--- config.mk ---
export PLATFORM = sky130hd
export DESIGN_NAME = dev_bus_host
export DESIGN_NICKNAME = d
export VERILOG_FILES = /design/src/rtl/dev_bus_host.sv
export SDC_FILE = /design/constraint.sdc
export NUM_CORES = 1
export LEC_CHECK = 0
export CORE_UTILIZATION = 54
export DETAILED_ROUTE_END_ITERATION = 16
export PLACE_DENSITY = 0.83
export SYNTH_ARGS = -nofsm -noshare
export SYNTH_HDL_FRONTEND = slang
export SYNTH_SLANG_ARGS = --single-unit
--- constraint.sdc ---
create_clock -name clk_i -period 3.5 [get_ports clk_i]
set_input_delay 1.05 -clock clk_i [delete_from_list [all_inputs] [get_ports clk_i]]
set_output_delay 1.05 -clock clk_i [all_outputs]
set_load 0.02 [all_outputs]
--- src/rtl/dev_bus_host.sv ---
// dev_bus_host: FIFO-buffered initiator issuing one device-bus transaction at a time.
// Optional WAIT timeout with error response is enabled by defining DEV_BUS_HOST_TIMEOUT_EN.
module dev_bus_host #(
    parameter int unsigned          AddrWidth     = 32,
    parameter int unsigned          DataWidth     = 32,
    parameter int unsigned          CmdDepth      = 4,
    parameter int unsigned          TimeoutCycles = 16,
    parameter logic [DataWidth-1:0] ErrData       = DataWidth'(32'hDEADBEEF)
) (
    input  logic                 clk_i,
    input  logic                 rst_ni,
    input  logic                 cmd_valid_i,
    output logic                 cmd_ready_o,
    input  logic [AddrWidth-1:0] cmd_addr_i,
    input  logic                 cmd_we_i,
    input  logic [3:0]           cmd_be_i,
    input  logic [DataWidth-1:0] cmd_wdata_i,
    output logic                 rsp_valid_o,
    input  logic                 rsp_ready_i,
    output logic [DataWidth-1:0] rsp_rdata_o,
    output logic                 rsp_we_o,
    output logic                 rsp_err_o,
    output logic                 host_req_o,
    output logic [AddrWidth-1:0] host_addr_o,
    output logic                 host_we_o,
    output logic [3:0]           host_be_o,
    output logic [DataWidth-1:0] host_wdata_o,
    input  logic                 host_rvalid_i,
    input  logic [DataWidth-1:0] host_rdata_i,
    output logic                 busy_o
);

    localparam int unsigned CW = AddrWidth + 1 + 4 + DataWidth;
    localparam int unsigned PW = $clog2(CmdDepth);
    localparam int unsigned NW = $clog2(CmdDepth + 1);

    typedef enum logic [1:0] {S_IDLE, S_REQ, S_WAIT} state_t;

    state_t                 r_state, w_state_nxt;
    logic [CW-1:0]          r_mem [CmdDepth];
    logic [PW-1:0]          r_wptr, r_rptr;
    logic [NW-1:0]          r_count;
    logic [AddrWidth-1:0]   r_host_addr;
    logic                   r_host_we;
    logic [3:0]             r_host_be;
    logic [DataWidth-1:0]   r_host_wdata;
    logic                   r_rsp_valid;
    logic [DataWidth-1:0]   r_rsp_rdata;
    logic                   r_rsp_we;
    logic                   w_full, w_empty, w_push, w_pop, w_rsp_free, w_done, w_timeout;

    assign w_full      = (r_count == NW'(CmdDepth));
    assign w_empty     = (r_count == '0);
    assign w_push      = cmd_valid_i && !w_full;
    // A new transaction may start only if the response slot is free or being freed now
    assign w_rsp_free  = !r_rsp_valid || rsp_ready_i;
    assign w_pop       = (r_state == S_IDLE) && !w_empty && w_rsp_free;
    assign w_done      = (r_state == S_WAIT) && host_rvalid_i;

    assign cmd_ready_o  = !w_full;
    assign host_addr_o  = r_host_addr;
    assign host_we_o    = r_host_we;
    assign host_be_o    = r_host_be;
    assign host_wdata_o = r_host_wdata;
    assign rsp_valid_o  = r_rsp_valid;
    assign rsp_rdata_o  = r_rsp_rdata;
    assign rsp_we_o     = r_rsp_we;

    always_ff @(posedge clk_i) begin
        if (w_push) r_mem[r_wptr] <= {cmd_addr_i, cmd_we_i, cmd_be_i, cmd_wdata_i};
    end

    always_ff @(posedge clk_i or negedge rst_ni) begin
        if (!rst_ni) begin
            r_wptr  <= '0;
            r_rptr  <= '0;
            r_count <= '0;
        end else begin
            if (w_push) r_wptr <= r_wptr + PW'(1);
            if (w_pop)  r_rptr <= r_rptr + PW'(1);
            case ({w_push, w_pop})
                2'b10:   r_count <= r_count + NW'(1);
                2'b01:   r_count <= r_count - NW'(1);
                default: r_count <= r_count;
            endcase
        end
    end

    always_ff @(posedge clk_i or negedge rst_ni) begin
        if (!rst_ni) begin
            r_host_addr  <= '0;
            r_host_we    <= 1'b0;
            r_host_be    <= '0;
            r_host_wdata <= '0;
        end else if (w_pop) begin
            {r_host_addr, r_host_we, r_host_be, r_host_wdata} <= r_mem[r_rptr];
        end
    end

`ifdef DEV_BUS_HOST_TIMEOUT_EN
    localparam int unsigned TW = $clog2(TimeoutCycles + 1);

    logic [TW-1:0] r_tcnt;
    logic          r_rsp_err;

    always_ff @(posedge clk_i or negedge rst_ni) begin
        if (!rst_ni)                 r_tcnt <= '0;
        else if (r_state == S_REQ)   r_tcnt <= '0;
        else if (r_state == S_WAIT)  r_tcnt <= r_tcnt + TW'(1);
    end

    // rvalid in the final WAIT cycle takes priority over the timeout
    assign w_timeout = (r_state == S_WAIT) && !host_rvalid_i &&
                       (r_tcnt == TW'(TimeoutCycles - 1));

    always_ff @(posedge clk_i or negedge rst_ni) begin
        if (!rst_ni)        r_rsp_err <= 1'b0;
        else if (w_done)    r_rsp_err <= 1'b0;
        else if (w_timeout) r_rsp_err <= 1'b1;
    end

    assign rsp_err_o = r_rsp_err;
`else
    logic w_unused_timeout;
    assign w_unused_timeout = ^TimeoutCycles;
    assign w_timeout        = 1'b0;
    assign rsp_err_o        = 1'b0;
`endif

    always_ff @(posedge clk_i or negedge rst_ni) begin
        if (!rst_ni) begin
            r_rsp_valid <= 1'b0;
            r_rsp_rdata <= '0;
            r_rsp_we    <= 1'b0;
        end else if (w_done) begin
            r_rsp_valid <= 1'b1;
            r_rsp_rdata <= host_rdata_i;
            r_rsp_we    <= r_host_we;
        end else if (w_timeout) begin
            r_rsp_valid <= 1'b1;
            r_rsp_rdata <= ErrData;
            r_rsp_we    <= r_host_we;
        end else if (r_rsp_valid && rsp_ready_i) begin
            r_rsp_valid <= 1'b0;
        end
    end

    always_ff @(posedge clk_i or negedge rst_ni) begin
        if (!rst_ni) r_state <= S_IDLE;
        else         r_state <= w_state_nxt;
    end

    always_comb begin
        w_state_nxt = r_state;
        case (r_state)
            S_IDLE:  if (w_pop) w_state_nxt = S_REQ;
            S_REQ:   w_state_nxt = S_WAIT;
            S_WAIT:  if (w_done || w_timeout) w_state_nxt = S_IDLE;
            default: w_state_nxt = S_IDLE;
        endcase
    end

    always_comb begin
        host_req_o = (r_state == S_REQ);
        busy_o     = (r_state != S_IDLE) || !w_empty;
    end

endmodule
==> flow_summary.toml <==
[status]
run_status = "finished, final reports clean"

[critical_path]
timing.critical_path.buf_inv = 1
worst_setup_path_end_kind = "output pin"
cell_by_cell_listing_of_the_critical_path = "or3_1 -> nand2b_1 -> clkdlybuf4s50_1"
worst_setup_path_start_kind = "register"
critPathSlowestCell = "clkdlybuf4s50_1"
cp_top_family = "simple AND/OR/NAND/NOR gates"
worst_ep_arrival_time_ns = 2.10
required_ns = 2.45
path_depth = 3
timing.setup.critical_path_class = "reg -> out"
max_incr_delay_on_cp_ns = 0.56
reg2regPathDepth = 9
path_max_fanout = 3

[power_and_ir_drop]
power.internal_mw = 11.8
seqPwrFrac = 0.422
power_frac_comb = 0.346
power.clock.fraction = 0.232
cellLeakagePower_nw = 6.42
power_per_cell_area_nw_per_um2 = 923
netSwitchingPower_mw = 4.96
vdd_drop_max_mv = 0.651
power.switching_fraction = 0.297

[die]
rows = 59
die-width_um = 165
vertical_extent_of_the_die_um = 165
die_area_um2 = 27200
core_area_um2 = 26100
design.portCount = 213
starting_density_of_the_core = 0.550

[clock_tree]
clk_transition_reported_paths_ns = 0.06
ctsLongestPathBuffers = 3
cts_tree = "yes"
h-tree-depth = 2
hold_buffers = 0
cts.repair.resized = 0
clkSinkCount = 388
library_cell_used_as_clock_root_buffer = "clkbuf_16"
cts_post_setup_buffers_inserted = 0
cts_inserted_buffers = 39
clk_latency_ns = 0.52

[final_layout]
nFillCells = 1598
area.growth.synth_to_final_pct = 26.6
finalNetCount = 981
share_of_layout_cells_above_drive_strength_1 = 0.280

[sta]
timing.final.crit_period_ns = 3.15
worst_margin_pin_slew_ns = 1.09
skew_ns = 0.0171
rsz0062_at_grt = "no"
hold_violations = 0
max_transition_viols_final = 0
post-route-period-util = 0.901
setup_viol_count_final = 0
tns_ns = 0
fin_ws_ns = 0.346
max_slew_margin = 0.276
max_clock_freq_ghz = 0.317

[yosys]
yosysSeqAreaShare = 0.774
synth_top_cell_by_area = "edfxtp_1"
yosys-top-cells-count = "edfxtp_1, dfrtp_1, mux2_2"
synth-main-ff-cell = "edfxtp_1"
yosys_register_bits = 388
asyncSetResetFlopFracSynth = 0.289
synth.net_count = 739
mappedNetlistArea_um2 = 14300
yosys-top-cells-area = "edfxtp_1, dfrtp_1, mux4_2"
synth_enable_flop_cells = 276
postSynthAreaPerCell_um2 = 22.9
post_synth_num_cell_types = 28
syn-instance-count = 627
yosys.area.top_type_share = 0.578
yosys.cell_count.top_type = "edfxtp_1"
synth.yosys.warnings = 0

[drt]
drt-wirelength-per-cell_um = 21.4
route.detailed.drc = 0
antenna_left = 0
viasPerCell = 5.49
dr_total_vias = 6784
initial_drt_markers = 402
routed_wirelength_mm = 26.4
drt-pass1-iter-count = 6

[placed_design]
finalWeightedCongestion = 0.673
pre_cts_slack_ns = 0.509
numPortBuffers = 211
dp_hpwl_mm = 15.6

[min_path]
worst_hold_path.num_cells = 1
min_path_type = "reg -> reg"

[run]
max-cap-violations = 0

[global_routing]
largest_net_degree_at_the_start_of_global_routing = 75
globalRoute.totalOverflow = 0
grt_first_pass_wirelength_mm = 40.6
antenna_found_initial = 2
grt_pass1_vias = 7361
groute.usage.overall = 0.201
[layer usage]
layer,GRT usage,share of wire
met1,0.253,0.39
met3,0.0595,0.083
met5,0,0
met2,0.346,0.52
met4,0.0450,0.012
[path summary, 6_finish.rpt]
path,slack [ns],startpoint,end
hold / removal,0.49,r_count[2],r_count[2]
max in group asynchronous,2.24,rst_ni,host_addr_o[30]
hold reg to reg,0.49,r_count[2],r_count[2]
min in group asynchronous,0.55,rst_ni,rsp_rdata_o[15]
setup reg to reg,1.22,r_count[1],r_count[2]
setup / recovery,0.35,r_count[1],busy_o
[state kept, by name, indices dropped and copies added, names as in the netlist, 2 cells and up]
| name | cells |
|---|---|
| host_be_o | 4 |
| host_wdata_o | 32 |
| r_count | 3 |
| r_wptr | 2 |
| r_state | 2 |
| r_mem | 276 |
| host_addr_o | 32 |
| rsp_rdata_o | 32 |
| r_rptr | 2 |
[layout make-up]
type                       count  area [um^2]  area share
inverter                       8         30.0     0.00166
sequential                   388        11100       0.612
clock inverter                14          109     0.00600
tap                          335          419      0.0231
multi-input combinational    204         3000       0.166
clock buffer                  58         1100      0.0606
antenna                        1         2.50    0.000138
timing repair buffer         228         2380       0.131
[stage by stage]
step	utilization	area (um^2)	power, mW	hold WS [ns]	instances
2_1_floorplan	-	14300	10.8	0.446	627
3_3_place_gp	0.650	16900	12.8	0.468	1163
3_5_place_dp	0.650	16900	13.0	0.473	1163
4_1_cts	0.696	18100	16.9	0.482	1235
5_1_grt	0.696	18100	17.6	0.502	1235
6_report	0.696	18100	16.7	0.486	1236
[cells by family (layout without fill, tap and decap cells)]
family	after synthesis	after routing	share of synthesized area
adder cells (fa/ha/maj)	6	6	0.00576
multiplexers	173	173	0.190
flip-flops	388	388	0.774
other	1	2	0.000262
buffers and inverters	35	308	0.0176
AND/OR/NAND/NOR	18	18	0.00847
XOR/XNOR	6	6	0.00367
[placed cells by master, fill, tap and decap left out, types with 2 or more instances in the layout]
cell type / instances
edfxtp_1: 276
clkdlybuf4s50_1: 210
dfrtp_1: 110
mux2_2: 103
mux4_2: 69
clkbuf_16: 40
clkbuf_1: 15
buf_12: 11
inv_1: 8
clkinv_2: 7
buf_4: 6
ha_1: 5
and3_4: 4
xnor2_1: 4
clkbuf_8: 3
clkinv_1: 3
nor2_1: 2
nand2b_1: 2
xor2_1: 2
dfrtp_4: 2
[power by group through the flow]
stage	Clock, mW	Sequential, mW	Combinational (mW)
CTS	3.96	7.08	5.90
detailed placement	0	7.15	5.86
global route	4.15	7.21	6.20
floorplan	0	7.63	3.13
finish	3.89	7.07	5.78
global placement	0	7.09	5.74
Note: power is estimated with default switching activity, not from simulation.
